`src/rtl/ahb_pkg.sv`:
```
// rtl/ahb_pkg.sv - shared AHB-Lite encodings and SRAM slave state encoding
package ahb_pkg;

  // Transfer type; only the upper bit matters for accepting a transfer.
  typedef enum logic [1:0] {
    HTRANS_IDLE   = 2'b00,
    HTRANS_BUSY   = 2'b01,
    HTRANS_NONSEQ = 2'b10,
    HTRANS_SEQ    = 2'b11
  } htrans_e;

  localparam logic [2:0] HSIZE_BYTE = 3'd0;
  localparam logic [2:0] HSIZE_HALF = 3'd1;
  localparam logic [2:0] HSIZE_WORD = 3'd2;

  localparam logic HRESP_OKAY  = 1'b0;
  localparam logic HRESP_ERROR = 1'b1;

  typedef enum logic [2:0] {
    ST_IDLE     = 3'd0,
    ST_WRITE    = 3'd1,
    ST_RD_ISSUE = 3'd2,
    ST_RD_WAIT  = 3'd3,
    ST_RD_DATA  = 3'd4,
    ST_ERR1     = 3'd5,
    ST_ERR2     = 3'd6
  } sram_state_e;

  // NONSEQ and SEQ both carry a real transfer.
  function automatic logic htrans_active(input logic [1:0] htrans);
    return (htrans == HTRANS_NONSEQ) || (htrans == HTRANS_SEQ);
  endfunction

endpackage

```
`src/rtl/ahb_bytelane_decode.sv`:
```
// rtl/ahb_bytelane_decode.sv - HSIZE and low address bits to byte lanes plus legality
module ahb_bytelane_decode
  import ahb_pkg::*;
(
  input  logic [2:0] hsize,
  input  logic [1:0] addr_lo,
  output logic [3:0] be,
  output logic       legal
);

  // Little-endian lane select; anything wider than a word or misaligned is illegal.
  always_comb begin
    be    = 4'b0000;
    legal = 1'b0;
    case (hsize)
      HSIZE_BYTE: begin
        be    = 4'b0001 << addr_lo;
        legal = 1'b1;
      end
      HSIZE_HALF: begin
        be    = addr_lo[1] ? 4'b1100 : 4'b0011;
        legal = ~addr_lo[0];
      end
      HSIZE_WORD: begin
        be    = 4'b1111;
        legal = (addr_lo == 2'b00);
      end
      default: begin
        be    = 4'b0000;
        legal = 1'b0;
      end
    endcase
  end

endmodule

```
`src/rtl/ahb_sram_slave.sv`:
```
// rtl/ahb_sram_slave.sv - AHB-Lite slave front-end driving a synchronous SRAM macro
module ahb_sram_slave
  import ahb_pkg::*;
#(
  parameter int ADDR_WIDTH  = 10,
  parameter int WAIT_STATES = 0
) (
  input  logic                  in_HCLK,
  input  logic                  in_HRESET,
  input  logic                  in_HSEL_SRAMController,
  input  logic [31:0]           in_HADDR,
  input  logic [1:0]            in_HTRANS,
  input  logic                  in_HWRITE,
  input  logic [2:0]            in_HSIZE,
  input  logic [31:0]           in_HWDATA,
  input  logic                  in_HREADY,
  output logic                  out_HREADY_SRAMController,
  output logic [31:0]           out_HRDATA_SRAMController,
  output logic                  out_HRESP_SRAMController,
  output logic                  out_SRAM_CE,
  output logic                  out_SRAM_WE,
  output logic [3:0]            out_SRAM_BE,
  output logic [ADDR_WIDTH-1:0] out_SRAM_ADDR,
  output logic [31:0]           out_SRAM_WDATA,
  input  logic [31:0]           in_SRAM_RDATA
);

  sram_state_e           state_q, state_d;
  logic [ADDR_WIDTH-1:0] addr_q;
  logic                  write_q;
  logic [3:0]            be_q;
  logic                  legal_q;
  logic [2:0]            wait_q, wait_d;

  logic                  accept;
  logic                  capture;
  logic [3:0]            addr_be;
  logic                  addr_legal;
  sram_state_e           accept_state;

  logic                  hready_out;
  logic                  hresp_out;
  logic                  ce_state;
  logic                  we_state;
  logic                  rdata_sel;

  // Upper address bits wrap; the decoder already bounds the region.
  logic unused_haddr;
  assign unused_haddr = ^in_HADDR[31:ADDR_WIDTH+2];

  ahb_bytelane_decode u_lane_decode (
    .hsize   (in_HSIZE),
    .addr_lo (in_HADDR[1:0]),
    .be      (addr_be),
    .legal   (addr_legal)
  );

  assign accept = in_HSEL_SRAMController & in_HREADY & htrans_active(in_HTRANS);

  // Destination of a newly accepted address phase, or IDLE when none is offered.
  always_comb begin
    accept_state = ST_IDLE;
    if (accept) begin
      if (!addr_legal) begin
        accept_state = ST_ERR1;
      end else if (in_HWRITE) begin
        accept_state = ST_WRITE;
      end else begin
        accept_state = ST_RD_ISSUE;
      end
    end
  end

  // State, wait counter and captured address-phase fields.
  always_ff @(posedge in_HCLK) begin
    if (in_HRESET) begin
      state_q <= ST_IDLE;
      wait_q  <= 3'd0;
      addr_q  <= '0;
      write_q <= 1'b0;
      be_q    <= 4'b0000;
      legal_q <= 1'b0;
    end else begin
      state_q <= state_d;
      wait_q  <= wait_d;
      if (capture) begin
        addr_q  <= in_HADDR[ADDR_WIDTH+1:2];
        write_q <= in_HWRITE;
        be_q    <= addr_be;
        legal_q <= addr_legal;
      end
    end
  end

  // Next state and per-state bus/strobe controls.
  always_comb begin
    state_d    = state_q;
    wait_d     = wait_q;
    capture    = 1'b0;
    hready_out = 1'b1;
    hresp_out  = HRESP_OKAY;
    ce_state   = 1'b0;
    we_state   = 1'b0;
    rdata_sel  = 1'b0;
    case (state_q)
      ST_IDLE: begin
        capture = accept;
        state_d = accept_state;
      end
      ST_WRITE: begin
        ce_state = 1'b1;
        we_state = write_q;
        capture  = accept;
        state_d  = accept_state;
      end
      ST_RD_ISSUE: begin
        hready_out = 1'b0;
        ce_state   = 1'b1;
        if (WAIT_STATES > 0) begin
          wait_d  = 3'(WAIT_STATES - 1);
          state_d = ST_RD_WAIT;
        end else begin
          state_d = ST_RD_DATA;
        end
      end
      ST_RD_WAIT: begin
        hready_out = 1'b0;
        if (wait_q == 3'd0) begin
          state_d = ST_RD_DATA;
        end else begin
          wait_d = wait_q - 3'd1;
        end
      end
      ST_RD_DATA: begin
        rdata_sel = 1'b1;
        capture   = accept;
        state_d   = accept_state;
      end
      ST_ERR1: begin
        hready_out = 1'b0;
        hresp_out  = HRESP_ERROR;
        state_d    = ST_ERR2;
      end
      ST_ERR2: begin
        hresp_out = HRESP_ERROR;
        capture   = accept;
        state_d   = accept_state;
      end
      default: begin
        state_d = ST_IDLE;
      end
    endcase
  end

  assign out_HREADY_SRAMController = hready_out;
  assign out_HRESP_SRAMController  = hresp_out;
  assign out_HRDATA_SRAMController = rdata_sel ? in_SRAM_RDATA : 32'h0000_0000;

  // A reset cycle must never strobe the macro, even if the old state would have.
  assign out_SRAM_CE    = ce_state & legal_q & ~in_HRESET;
  assign out_SRAM_WE    = out_SRAM_CE & we_state;
  assign out_SRAM_BE    = out_SRAM_CE ? be_q : 4'b0000;
  assign out_SRAM_ADDR  = addr_q;
  assign out_SRAM_WDATA = in_HWDATA;

endmodule

```
`config.mk`:
```
export PLATFORM = sky130hd
export DESIGN_NAME = ahb_sram_slave
export DESIGN_NICKNAME = d
export VERILOG_FILES = /design/src/rtl/ahb_pkg.sv /design/src/rtl/ahb_bytelane_decode.sv /design/src/rtl/ahb_sram_slave.sv
export SDC_FILE = /design/constraint.sdc
export NUM_CORES = 1
export LEC_CHECK = 0
export BUFFER_PORTS_ARGS = -buffer_cell sky130_fd_sc_hd__buf_2
export CAP_MARGIN = 20
export CORE_ASPECT_RATIO = 1.25
export CORE_MARGIN = 3
export CORE_UTILIZATION = 27
export CTS_BUF_LIST = sky130_fd_sc_hd__clkbuf_8
export CTS_CLUSTER_DIAMETER = 200
export DETAILED_ROUTE_END_ITERATION = 10
export PLACE_DENSITY = 0.68
export SETUP_SLACK_MARGIN = 0.2
export SLEW_MARGIN = 40
export SYNTH_ARGS = -nofsm -noshare
export SYNTH_HDL_FRONTEND = slang
export SYNTH_SLANG_ARGS = --single-unit
```
`constraint.sdc`:
```
create_clock -name in_HCLK -period 2 [get_ports in_HCLK]
set_input_delay 0.1 -clock in_HCLK [delete_from_list [all_inputs] [get_ports in_HCLK]]
set_output_delay 0.1 -clock in_HCLK [all_outputs]
set_load 0.01 [all_outputs]
```
==> flow_metrics.py <==
metrics = {
    "clock_tree": {
        "htreeDepth": 1,
        "cts.clk_slew.worst_paths_ns": 0.08,
        "cts_buffers": 3,
        "cts_root_buf": "clkbuf_8",
        "cts.path.max_buffers": 2,
        "clkSinkCount": 22,
        "cts_tree": "built",
        "insertion_delay_ns": 0.26,
    },
    "routing": {
        "drt_first_iter_violations": 62,
        "routed_wl_um": 4083,
        "vias": 1566,
        "firstDrtPassIters": 4,
        "vias_per_cell": 4.731,
        "post_drt_wl_per_cell_um": 12.34,
        "drc_errors": 0,
        "ant_nets": 0,
    },
    "critical_path": {
        "critPathRequiredTime_ns": 1.90,
        "worstSetupPathType": "flop to output pin",
        "critPathLaunchType": "flop",
        "arrival_ns": 1.57,
        "endpoint_kind": "output pin",
        "crit_fanout": 10,
    },
    "yosys": {
        "netlist_instances": 202,
        "syn_nets": 310,
        "synth.yosys.seq_area_share_pct": 27.56,
        "synth-edff-count": 0,
        "ys_async_sr_fraction_pct": 0,
        "yosysWarnings": 0,
        "synth_top_area_share_pct": 27.56,
        "synthTopCellsByArea": "dfxtp_1 28%, buf_4 15%, and2_1 14%",
        "syn_area_um2": 1598,
        "ys_types": 40,
        "synth_area_per_cell_um2": 7.910,
        "yosys_most_used_dff": "dfxtp_1",
        "yosysTopAreaCell": "dfxtp_1",
        "synth-seq-cells": 22,
    },
    "timing": {
        "period_needed_ns": 1.675,
        "finalSetupTns_ns": 0,
        "rsz0062_at_grt": "no",
        "hold_ws_ns": 0.05951,
        "setup_viol": 0,
        "skew_ns": 0.007236,
        "fin_crit_sh_pct": 83.73,
        "finalHoldViolations": 0,
        "worst_pin_slew_ns": 0.5041,
        "slew_viol_final": 0,
        "fmax_mhz": 597.2,
        "maxSlewHeadroom_pct": 66.30,
    },
    "grt": {
        "grt_start_max_net_pins": 33,
        "grt_overflow": 0,
        "grt_pass1_vias": 1421,
        "antenna_found_initial": 0,
        "grt_pass1_wl_um": 6134,
        "grt.total_usage_pct": 11.12,
    },
    "floorplan": {
        "start_util_pct": 28.57,
        "die_area_um2": 6882,
        "coreArea_um2": 5593,
        "placementRows": 30,
        "die_w_um": 74.81,
        "die_h_um": 92.01,
        "ios": 188,
    },
    "job": {
        "maxCapViolations": 0,
    },
    "hold_path": {
        "min_path_type": "input port to flop",
    },
    "placed_design": {
        "io_buffers": 102,
        "dp_hpwl_um": 3407,
        "dp_cells": 327,
        "place_congestion": 0.7871,
    },
    "cells_and_area": {
        "drive_gt1_share_pct": 45.69,
        "areaGrowthSynthToFinish_pct": 23.65,
        "nFillCells": 583,
        "final_common_cell": "buf_2",
        "n_antenna_cell": 0,
        "final_cell_mix": "102 x buf_2, 37 x and2_1, 19 x o21ai_0, 19 x dfxtp_1, 14 x a21oi_1",
        "final_nets": 376,
        "stdcell_count": 331,
    },
    "pwr": {
        "power_density_nw_per_um2": 465.7,
        "ir_drop_mv": 0.1838,
        "leakage_nw": 0.9931,
    },
    "run_status": {
        "outcome": "complete, no violations",
    },
}
[what timing repair did]
item,4_1_cts,5_1_grt
gates resized for setup,2,2
setup buffers,0,0
hold buffers,0,0
setup endpoints to repair,1,33
gates cloned,0,0
[metrics by stage]
step | cell area, um2 | setup WS (ns) | power [mW] | utilization, %
final | 1976 | 0.3255 | 0.9201 | 35.32
after global routing | 1976 | 0.2394 | 0.9703 | 35.32
after CTS | 1973 | 0.2721 | 0.9352 | 35.28
after detailed placement | 1916 | 0.4182 | 0.6156 | 34.25
after global placement | 1916 | 0.4489 | 0.6130 | 34.25
after floorplan | 1598 | 0.4954 | 0.5969 | -
[flip-flops by register name, summed over array words and instances, names as in the netlist]
name,cells
legal_q,1
state_q,3
write_q,1
wait_q,3
out_SRAM_ADDR,10
be_q,4
[critical path, cell delays in order (launching register included)]
cell and delay, ns:
dfxtp_2 0.42, xor2_1 0.17, and3b_2 0.25, nor4b_1 0.27, buf_2 0.19
[synth_stat cells (2+ instances only)]
library cell   n
a211o_1        2
a211oi_1       4
a21oi_1       14
and2_1        37
and3b_1        2
buf_2          4
buf_4         32
clkbuf_1       6
dfxtp_1       22
ha_1           2
inv_1          5
nand2b_1       4
nand3_1       12
nor2_1         5
nor2b_1        6
o21ai_0       19
o31ai_1        3
[path summary, 6_finish.rpt]
path | startpoint | endpoint | slack, ns | cells after the start
worst min-delay path | in_HWRITE | state_q[1] | 0.06 | 2
worst max-delay path | state_q[1] | out_SRAM_WE | 0.33 | 4
worst max register to register | wait_q[0] | state_q[1] | 0.42 | 6
worst min register to register | out_SRAM_ADDR[5] | out_SRAM_ADDR[5] | 0.47 | 2
[power breakdown]
part	switching [mW]	internal, mW	leakage (nW)
logic	0.0718	0.0764	0.785
registers	0.00666	0.449	0.180
clock network	0.141	0.175	0.0288
[cell families after synthesis]
group / after synthesis / synth area share (%)
adder cells (fa/ha/maj): 2 / 1.566
buffers and inverters: 50 / 20.12
AO/OA/AOI/OAI: 51 / 19.89
multiplexers: 2 / 1.801
AND/OR/NAND/NOR: 73 / 27.96
flip-flops: 22 / 27.56
XOR/XNOR: 2 / 1.097
[area by class of cell]
class	instances	area [um2]	area share [%]
clock buffers	4	55.05	2.787
inverters	5	18.77	0.9500
well taps	64	80.08	4.053
flip-flops and latches	22	444.2	22.48
repair buffers	106	540.5	27.36
multi-input cells	130	837.1	42.37
[routing by layer]
| metal | GRT usage [%] | share of wire (%) | vias up |
|---|---|---|---|
| met1 | 11.45 | 37 | 680 |
| met3 | 2.632 | 12 | 4 |
| met2 | 20.53 | 50 | 98 |
| li1 | - | - | 784 |
| met5 | 0 | 0 | - |
| met4 | 4.748 | 1.2 | 0 |
Power figures use the tool's default switching activity.
